==> src/rtl/wallace_cpa_seq.sv <==
// wallace_cpa_seq: chunked sequential carry-propagate adder for the Wallace tree's sum/carry rows.
// Adds CHUNK bits per clock through a registered ripple carry; valid/ready on both sides.
// Optional WALLACE_CPA_B2B_EN: accept the next row pair in the same cycle a result is taken.
module wallace_cpa_seq #(
    parameter int WIDTH = 16,
    parameter int CHUNK = 4
) (
    input  logic             clk,
    input  logic             rst_n,
    input  logic             in_valid,
    output logic             in_ready,
    input  logic [WIDTH-1:0] in_sum,
    input  logic [WIDTH-1:0] in_carry,
    input  logic             in_cin,
    output logic             out_valid,
    input  logic             out_ready,
    output logic [WIDTH:0]   out_result
);
    localparam int NCHUNK = WIDTH / CHUNK;
    localparam int IW = NCHUNK > 1 ? $clog2(NCHUNK) : 1;

    typedef enum logic [1:0] {IDLE, BUSY, DONE} state_t;

    state_t           state, next_state;
    logic [WIDTH-1:0] op_a, op_b;
    logic             carry;
    logic [IW-1:0]    idx;
    logic [CHUNK-1:0] chunk_sum;
    logic             chunk_co;
    logic             accept;
    logic             last;

    // State register
    always_ff @(posedge clk or negedge rst_n) begin
        if (!rst_n) state <= IDLE;
        else        state <= next_state;
    end

    // Next-state and handshake outputs; accepting in DONE only happens in back-to-back mode
    always_comb begin
`ifdef WALLACE_CPA_B2B_EN
        in_ready = state == IDLE || (state == DONE && out_ready);
`else
        in_ready = state == IDLE;
`endif
        out_valid  = state == DONE;
        accept     = in_valid && in_ready;
        last       = idx == IW'(NCHUNK - 1);
        next_state = state;
        case (state)
            IDLE:    next_state = accept ? BUSY : IDLE;
            BUSY:    next_state = last ? DONE : BUSY;
            DONE:    next_state = out_ready ? (accept ? BUSY : IDLE) : DONE;
            default: next_state = IDLE;
        endcase
    end

    // One CHUNK-wide full-adder ripple over the current chunk, seeded by the registered carry
    always_comb begin
        logic c;
        c         = carry;
        chunk_sum = '0;
        for (int i = 0; i < CHUNK; i++) begin
            chunk_sum[i] = op_a[int'(idx) * CHUNK + i] ^ op_b[int'(idx) * CHUNK + i] ^ c;
            c = (op_a[int'(idx) * CHUNK + i] & op_b[int'(idx) * CHUNK + i]) |
                (c & (op_a[int'(idx) * CHUNK + i] ^ op_b[int'(idx) * CHUNK + i]));
        end
        chunk_co = c;
    end

    // Operand capture, per-chunk result write-back and carry/index advance
    always_ff @(posedge clk or negedge rst_n) begin
        if (!rst_n) begin
            op_a       <= '0;
            op_b       <= '0;
            carry      <= 1'b0;
            idx        <= '0;
            out_result <= '0;
        end else if (accept) begin
            op_a  <= in_sum;
            op_b  <= in_carry;
            carry <= in_cin;
            idx   <= '0;
        end else if (state == BUSY) begin
            out_result[int'(idx) * CHUNK +: CHUNK] <= chunk_sum;
            carry <= chunk_co;
            idx   <= last ? '0 : idx + IW'(1);
            if (last) out_result[WIDTH] <= chunk_co;
        end
    end
endmodule

==> config.mk <==
export PLATFORM = sky130hd
export DESIGN_NAME = wallace_cpa_seq
export DESIGN_NICKNAME = d
export VERILOG_FILES = /design/src/rtl/wallace_cpa_seq.sv
export SDC_FILE = /design/constraint.sdc
export NUM_CORES = 1
export LEC_CHECK = 0
export BUFFER_PORTS_ARGS = -buffer_cell sky130_fd_sc_hd__buf_2
export CAP_MARGIN = 20
export CORE_MARGIN = 3
export CORE_UTILIZATION = 50
export CTS_CLUSTER_DIAMETER = 50
export DETAILED_ROUTE_END_ITERATION = 10
export PLACE_DENSITY = 0.74
export SLEW_MARGIN = 40
export SYNTH_ARGS = -nofsm -noshare
export SYNTH_HDL_FRONTEND = slang
export SYNTH_SLANG_ARGS = --single-unit
==> constraint.sdc <==
create_clock -name clk -period 4.7 [get_ports clk]
set_input_delay 0.47 -clock clk [delete_from_list [all_inputs] [get_ports clk]]
set_output_delay 0.47 -clock clk [all_outputs]
set_load 0.01 [all_outputs]
==> impl_metrics.yaml, run 1 <==
setup_path:
  critPathLaunchType: "flop"
  cp_data_arrival_time_ps: 3120
  path_class: "flop to flop"
  endpoint_kind: "flop"
  required_ps: 4900
  path_max_fanout: 19
timing:
  max_freq_ghz: 0.342
  fin_crit_ps: 2920
  drv_slew: 0
  period_share_pct: 62.1
  fin_skew_ps: 7.92
  worst_pin_slew_ps: 653
  rsz0062_at_grt: "false"
  fin_setup_tns_ps: 0
  relSlewSlack_pct: 56.5
  final-hold-violation-count: 0
  finalSetupViolations: 0
clock_network:
  root_buffer: "clkbuf_8"
  clkTransAtPathRegs_ps: 100
  cts_tree: "built"
  h-tree-depth: 2
  cts_hold_buf: 0
  post_cts_buffers: 0
  numCtsBuffers: 5
  clock-sinks: 54
  insertion_delay_ps: 310
  cts_resized: 0
  cts_max_path_buffers: 2
cells_and_area:
  fin_area_sq_mm: 0.00311
  final_cell_mix: "55 x buf_2, 53 x dfrtp_1, 30 x mux2_4"
  drive_above_1_share_pct: 46.4
  fillCellCount: 405
  final_common_cell: "buf_2"
  nets: 282
  syn_to_final_growth_pct: 15.0
  n_antenna_cell: 0
yosys:
  synth.largest_area_cell: "dfrtp_1"
  netlist_instances: 181
  netlist_area_sq_mm: 0.00271
  yosysTopAreaCellShare_pct: 50.0
  synth_area_leaders: "dfrtp_1 50%, mux2_4 17%, mux4_2 6.7%"
  synth_cell_types: 34
  synth_edf_count: 0
  synth.avg_cell_area_sq_um: 14.9
  ys_ff_latch: 54
  yosysSeqAreaShare_pct: 50.0
  async_flop_share_pct: 100
  postSynthNetCount: 229
  synth_ff_type: "dfrtp_1"
  ys_warn_count: 0
drt:
  drc: 0
  drt-initial-drc-count: 55
  antenna_left: 0
  firstDrtPassIters: 4
  routed_via_density: 5.22
  wire_per_inst_um: 15.7
  vias: 1592
  wl_um: 4790
floorplan:
  die_x_um: 79.6
  rows: 26
  die_area_sq_mm: 0.00633
  pin_count: 56
  die_height_um: 79.6
  coreArea_sq_mm: 0.00517
  initial_core_util_pct: 52.3
grt:
  antenna_found_initial: 0
  grt_max_degree: 55
  track_usage_pct: 16.5
  grt_pass1_vias: 1627
  overflow: 0
  grt_pass1_wl_um: 7980
pwr:
  clockPowerShare_pct: 15.4
  vdd_drop_max_v: 0.000350
  power.density_mw_per_mm2: 758
  switching_power_mw: 0.852
  internal-power_mw: 1.51
  combPwrFrac_pct: 47.8
  power_frac_seq_pct: 36.8
  switching_share_pct: 36.1
  leakage_nw: 1.53
flow_run:
  cap_violations: 0
place:
  dp_hpwl_um: 3590
  gp_congestion: 0.783
  portBuffers: 55
  place_area_sq_mm: 0.00297
outcome:
  outcome: "finished, final reports clean"
worst_hold_path:
  hp-class: "input port to async pin"
[power groups by stage]
stage	Sequential [mW]	Combinational [mW]	Clock, mW
finish	0.868	1.13	0.362
global route	0.905	1.22	0.390
CTS	0.871	1.13	0.370
detailed placement	0.878	1.13	0
global placement	0.875	1.10	0
floorplan	0.798	0.950	0
[cell usage after synthesis, types with 2 or more instances]
master / instances
a21oi_1: 4
buf_12: 3
mux4_2: 8
nor2_1: 4
buf_4: 2
mux2_2: 2
inv_1: 10
dfrtp_1: 54
nor4b_1: 2
o2bb2ai_1: 2
nor2b_1: 2
a22o_1: 11
ha_1: 7
fa_1: 4
mux2_4: 30
clkbuf_1: 2
nand2_1: 8
o21ai_0: 7
nand3b_4: 2
nand4_1: 3
[cell type report]
cell class,count,area (sq um),share of cell area [%]
Tap cell,70,87.6,2.82
Inverter,10,37.5,1.21
Timing Repair Buffer,56,283,9.09
Clock buffer,5,68.8,2.21
Clock inverter,3,68.8,2.21
Sequential cell,54,1350,43.5
Multi-Input combinational cell,107,1210,39.0
[state kept, by name, summed over array words and instances (netlist names)]
register / count
out_result: 17
idx: 2
op_a: 16
op_b: 16
carry: 1
state: 2
[metrics by stage]
stage | setup slack [ps] | instances | hold slack, ps | total power, mW | util (%)
floorplan | 1780 | 181 | 174 | 1.75 | -
global placement | 1580 | 297 | 460 | 1.98 | 57.5
detailed placement | 1500 | 297 | 468 | 2.01 | 57.5
CTS | 1490 | 305 | 292 | 2.38 | 60.1
global route | 1600 | 305 | 315 | 2.52 | 60.1
finish | 1780 | 305 | 267 | 2.36 | 60.1
[worst max-delay path: stages (launching register included)]
cell and delay, ps:
dfrtp_2 660, mux4_2 590, fa_1 390, inv_1 70, fa_1 170, fa_1 160, inv_1 50, fa_1 490
a22o_1 220
[kinds of logic (layout without fill, tap and decap cells)]
| group | count (synthesis) | count (layout) | synth area share [%] |
|---|---|---|---|
| flip-flops | 54 | 54 | 50.0 |
| multiplexers | 41 | 41 | 24.5 |
| AND/OR/NAND/NOR | 30 | 30 | 7.59 |
| AO/OA/AOI/OAI | 25 | 25 | 6.52 |
| buffers and inverters | 20 | 74 | 5.23 |
| adder cells (fa/ha/maj) | 11 | 11 | 6.20 |
[final timing paths]
check	to	start	slack (ps)	depth (start not counted)
max in group asynchronous	idx[0]$_DFFE_PN0P_	rst_n	3980	2
hold / removal	out_result[9]$_DFFE_PN0P_	rst_n	270	2
setup reg to reg	out_result[15]$_DFFE_PN0P_	idx[0]$_DFFE_PN0P_	1780	8
min in group clk	op_b[5]$_DFFE_PN0P_	in_carry[5]	380	2
hold reg to reg	out_result[10]$_DFFE_PN0P_	out_result[10]$_DFFE_PN0P_	490	2
setup / recovery	out_result[15]$_DFFE_PN0P_	idx[0]$_DFFE_PN0P_	1780	8
[routing by layer]
layer | vias up | part of all wire, % | track usage (%)
li1 | 758 | - | -
met1 | 779 | 47 | 23.8
met2 | 47 | 47 | 24.8
met3 | 8 | 4.7 | 3.39
met4 | 0 | 1.4 | 5.67
met5 | - | 0 | 0
Power figures use the tool's default switching activity.
==> run 2, diff against run 1 <==
Clock period 4.7 ns to 2.9 ns, I/O delays scaled along.
==> run 2 against run 1 <==
Against the previous run:
- register-to-register slack worse by 1600 ps
- critical endpoint is now out_result[7]$_DFFE_PN0P_
- critical path type unchanged
- flip-flop and latch count stayed put
- sequential share of layout area is 0.64 points lower
- setup slack worse by 1600 ps
- highest routed layer unchanged
==> impl_metrics.yaml, run 2 (same netlist as run 1, synthesis figures left out) <==
cells_and_area:
  nets: 287
  n_antenna_cell: 0
  top_regs: "out_result (17), op_a (16), op_b (16)"
  syn_to_final_growth_pct: 16.6
  final_common_cell: "buf_2"
  largest_reg_flops: 17
  final_cell_mix: "55 x buf_2, 54 x dfrtp_1, 30 x mux2_4"
  drive_above_1_share_pct: 46.7
  fillCellCount: 395
  final_util_pct: 61.0
  largest_register: "out_result"
setup_path:
  path_max_fanout: 4
  reg2reg_slack_ps: 210
  required_ps: 3100
  crit_slowest_cell: "mux4_2"
  cpPeakStageDelay_ps: 540
  cp_data_arrival_time_ps: 2890
  r2r_cells: 8
  r2r-end: "out_result[7]$_DFFE_PN0P_"
  endpoint_kind: "flop"
  critPathLaunchType: "flop"
  crit_top_cell: "fa_1"
  path_class: "flop to flop"
  r2r-start: "idx[0]$_DFFE_PN0P_"
  worstPathCellList: "mux4_2, fa_1, inv_1, fa_1, fa_1, inv_1, fa_1, a22o_1"
clock_network:
  cts_max_path_buffers: 2
  numCtsBuffers: 5
  clkTransAtPathRegs_ps: 90
  h-tree-depth: 2
  insertion_delay_ps: 310
  post_cts_buffers: 0
  cts_hold_buf: 1
  cts_tree: "built"
  root_buffer: "clkbuf_8"
  cts_resized: 0
  clock-sinks: 54
timing:
  final-hold-violation-count: 0
  fin_skew_ps: 6.60
  rsz0062_at_grt: "false"
  period_share_pct: 92.9
  finalSetupViolations: 0
  fin_setup_tns_ps: 0
  fin_crit_ps: 2690
  worst_pin_slew_ps: 580
  drv_slew: 0
  relSlewSlack_pct: 61.3
  max_freq_ghz: 0.371
flow_run:
  cap_violations: 0
drt:
  routed_via_density: 5.20
  wl_um: 4820
  antenna_left: 0
  drt-initial-drc-count: 56
  firstDrtPassIters: 4
  drc: 0
  wire_per_inst_um: 15.6
  vias: 1613
pwr:
  combPwrFrac_pct: 49.3
  internal-power_mw: 2.49
  switching_share_pct: 35.5
  vdd_drop_max_v: 0.000557
  power.density_mw_per_mm2: 1220
  leakage_nw: 1.56
  switching_power_mw: 1.37
  clockPowerShare_pct: 15.5
  power_frac_seq_pct: 35.2
grt:
  grt.busiest_layer: "met2"
  grt_max_degree: 33
  antenna_found_initial: 0
  grtUsageMet2_pct: 25.5
  grt_pass1_wl_um: 8160
  overflow: 0
  grtUsageMet1_pct: 24.0
  grt_pass1_vias: 1651
  use_met3_pct: 4.40
  track_usage_pct: 16.9
floorplan:
  die_height_um: 79.6
  die_x_um: 79.6
  initial_core_util_pct: 52.3
  pin_count: 56
  die_area_sq_mm: 0.00633
  rows: 26
  coreArea_sq_mm: 0.00517
worst_hold_path:
  hp-start: "in_carry[10]"
  hold_depth: 2
  holdPathEnd: "op_b[10]$_DFFE_PN0P_"
  hp-class: "input port to flop"
place:
  portBuffers: 55
  gp_congestion: 0.742
  dp_hpwl_um: 3770
outcome:
  outcome: "finished, final reports clean"
-- run 2: worst max-delay path, delay by kind of cell (launching register included) --
family	cells	cell delay, ps
adders and majority gates	4	1240
muxes	1	540
DFF	1	450
AOI/OAI and AO/OA	1	220
buffers and inverters	2	140
-- run 2: worst max path at each step --
| stage | depth (start not counted) | slack [ps] | startpoint | to |
|---|---|---|---|---|
| 6_report | 8 | 210 | idx[0]$_DFFE_PN0P_ | out_result[7]$_DFFE_PN0P_ |
| 5_1_grt | 8 | 70 | idx[0]$_DFFE_PN0P_ | out_result[7]$_DFFE_PN0P_ |
| 4_1_cts | 8 | 180 | idx[0]$_DFFE_PN0P_ | out_result[3]$_DFFE_PN0P_ |
| 3_5_place_dp | 8 | 200 | idx[0]$_DFFE_PN0P_ | out_result[3]$_DFFE_PN0P_ |
| 3_3_place_gp | 8 | 260 | idx[0]$_DFFE_PN0P_ | out_result[7]$_DFFE_PN0P_ |
| 2_1_floorplan | 10 | 50 | idx[0]$_DFFE_PN0P_ | out_result[11]$_DFFE_PN0P_ |
-- run 2: power groups by stage --
stage          logic [mW]  registers, mW  clock network [mW]
2_1_floorplan        1.54           1.29                   0
3_3_place_gp         1.88           1.37                   0
3_5_place_dp         1.94           1.38                   0
4_1_cts              1.94           1.36               0.615
5_1_grt              2.12           1.41               0.642
6_report             1.90           1.36               0.598
-- run 2: layout make-up --
| type | count | area, sq um | share of cell area [%] |
|---|---|---|---|
| sequential | 54 | 1350 | 42.8 |
| clock inverter | 2 | 60.1 | 1.90 |
| multi-input combinational | 107 | 1210 | 38.4 |
| tap | 70 | 87.6 | 2.78 |
| timing repair buffer | 61 | 323 | 10.2 |
| clock buffer | 6 | 82.6 | 2.62 |
| inverter | 10 | 37.5 | 1.19 |
-- run 2: through the flow --
step | hold slack (ps) | setup slack (ps) | power, mW | area (sq um) | instances
2_1_floorplan | -5.59 | 49.8 | 2.84 | 2710 | 181
3_3_place_gp | 308 | 256 | 3.25 | 3000 | 301
3_5_place_dp | 311 | 196 | 3.31 | 3000 | 301
4_1_cts | 198 | 176 | 3.92 | 3150 | 310
5_1_grt | 199 | 65.2 | 4.17 | 3150 | 310
6_report | 208 | 205 | 3.86 | 3150 | 310
-- run 2: per-layer routing --
layer | up-vias | part of all wire (%)
met5 | - | 0
met1 | 796 | 48
met4 | 0 | 1.4
li1 | 772 | -
met3 | 5 | 5.2
met2 | 40 | 45
==> run 3, diff against run 2 <==
Settings changed: PLACE_DENSITY 0.74 to 0.82.
==> run 3 against run 2 <==
Against the previous run:
- routed wire length rose by 6.5%
- via count is 2.9% higher
- clock skew is essentially flat
- sequential share of layout area grew 0.60 points
- sequential power barely moved
- utilization fell by 0.85 points
- highest routed layer unchanged
==> impl_metrics.yaml, run 3 (same netlist as run 1, synthesis figures left out) <==
place:
  gp_congestion: 0.786
  dp_cells: 300
  portBuffers: 55
  dp_hpwl_um: 4000
  place_area_sq_mm: 0.00299
cells_and_area:
  top_regs: "out_result (17), op_a (16), op_b (16)"
  fin_area_sq_mm: 0.00311
  nets: 286
  final_cell_mix: "55 x buf_2, 54 x dfrtp_1, 30 x mux2_4"
  syn_to_final_growth_pct: 15.0
  instances_no_fill: 309
  drive_above_1_share_pct: 45.6
  final_common_cell: "buf_2"
  largest_reg_flops: 17
  n_antenna_cell: 0
  largest_register: "out_result"
drt:
  wl_um: 5130
  firstDrtPassIters: 4
  antenna_left: 0
  drt-initial-drc-count: 73
  drc: 0
  routed_via_density: 5.37
  vias: 1659
  wire_per_inst_um: 16.6
clock_network:
  cts_tree: "built"
  h-tree-depth: 2
  clock-sinks: 54
  numCtsBuffers: 5
  cts_max_path_buffers: 2
  clkTransAtPathRegs_ps: 90
  root_buffer: "clkbuf_8"
  insertion_delay_ps: 300
floorplan:
  pin_count: 56
  die_height_um: 79.6
  die_area_sq_mm: 0.00633
  initial_core_util_pct: 52.3
  coreArea_sq_mm: 0.00517
  die_x_um: 79.6
  rows: 26
setup_path:
  worstPathCellList: "mux4_2, fa_1, inv_1, fa_1, fa_1, inv_1, fa_1, a22o_1"
  required_ps: 3090
  cp_data_arrival_time_ps: 2920
  cpPeakStageDelay_ps: 560
  endpoint_kind: "flop"
  crit_top_cell: "fa_1"
  crit_slowest_cell: "mux4_2"
  critPathLaunchType: "flop"
  path_max_fanout: 5
  path_class: "flop to flop"
  reg2reg_slack_ps: 170
pwr:
  vdd_drop_max_v: 0.000584
  leakage_nw: 1.53
  power.density_mw_per_mm2: 1210
timing:
  hold_ws_ps: 215
  rsz0062_at_grt: "false"
  fin_crit_ps: 2730
  finalSetupViolations: 0
  relSlewSlack_pct: 60.4
  drv_slew: 0
  final-hold-violation-count: 0
  period_share_pct: 94.3
  fin_setup_tns_ps: 0
  max_freq_ghz: 0.366
  fin_skew_ps: 6.65
  worst_pin_slew_ps: 593
grt:
  overflow: 0
  grt_pass1_wl_um: 8470
  antenna_found_initial: 0
  track_usage_pct: 17.3
  grt_pass1_vias: 1670
  grt_max_degree: 33
outcome:
  outcome: "finished, final reports clean"
flow_run:
  cap_violations: 0
worst_hold_path:
  hp-class: "input port to flop"
run 3: changes by cell type in the layout (fill, tap and decap cells not counted), sizes merged:
cell    delta
buf        -1
bufinv     -1
clkbuf     +1
run 3: layout make-up:
cell class / count / area (sq um)
multi-input combinational: 107 / 1210
sequential: 54 / 1350
tap: 70 / 87.6
timing repair buffer: 60 / 315
clock buffer: 7 / 76.3
fill: 408 / 2060
clock inverter: 1 / 30.0
inverter: 10 / 37.5
run 3: per-stage QoR:
stage / util [%] / setup WS [ps] / total power [mW]
after floorplan: - / 49.8 / 2.84
after global placement: 57.9 / 211 / 3.22
after detailed placement: 57.9 / 162 / 3.32
after CTS: 60.1 / 146 / 3.81
after global routing: 60.1 / 25.3 / 4.04
final: 60.1 / 165 / 3.78
run 3: final timing paths:
| check | to | startpoint | depth (start not counted) |
|---|---|---|---|
| max in group asynchronous | op_a[8]$_DFFE_PN0P_ | rst_n | 3 |
| max reg2reg | out_result[3]$_DFFE_PN0P_ | idx[0]$_DFFE_PN0P_ | 8 |
| min reg2reg | out_result[2]$_DFFE_PN0P_ | out_result[2]$_DFFE_PN0P_ | 2 |
| min in group asynchronous | out_result[13]$_DFFE_PN0P_ | rst_n | 2 |
| max | out_result[3]$_DFFE_PN0P_ | idx[0]$_DFFE_PN0P_ | 8 |
| min | op_b[15]$_DFFE_PN0P_ | in_carry[15] | 2 |
run 3: routing by layer:
metal	wire (um)	vias up	global-route usage, %
met5	0	-	0
met3	335	3	4.85
li1	-	766	-
met2	2440	52	28.3
met1	2340	838	23.8
met4	16	0	2.06
run 3: where the power goes:
part / switching (mW) / internal [mW] / leakage (nW) / total [mW]
registers: 0.272 / 1.10 / 0.671 / 1.37
clock network: 0.221 / 0.258 / 0.0524 / 0.479
logic: 0.900 / 1.03 / 0.810 / 1.93
run 3: worst max-delay path, delay by kind of cell, from the launching register on:
kind	cells	cell delay (ps)
AO/OA/AOI/OAI	1	220
multiplexers	1	560
buffers and inverters	2	120
adder cells (fa/ha/maj)	4	1230
flip-flops	1	500
run 3: what timing repair did:
item                                   in CTS  in global routing
hold buffers                                1                  0
endpoints found under the hold margin      25                  0
gates resized for setup                     0                  0
setup endpoints to repair                   0                  0
setup buffers                               0                  0
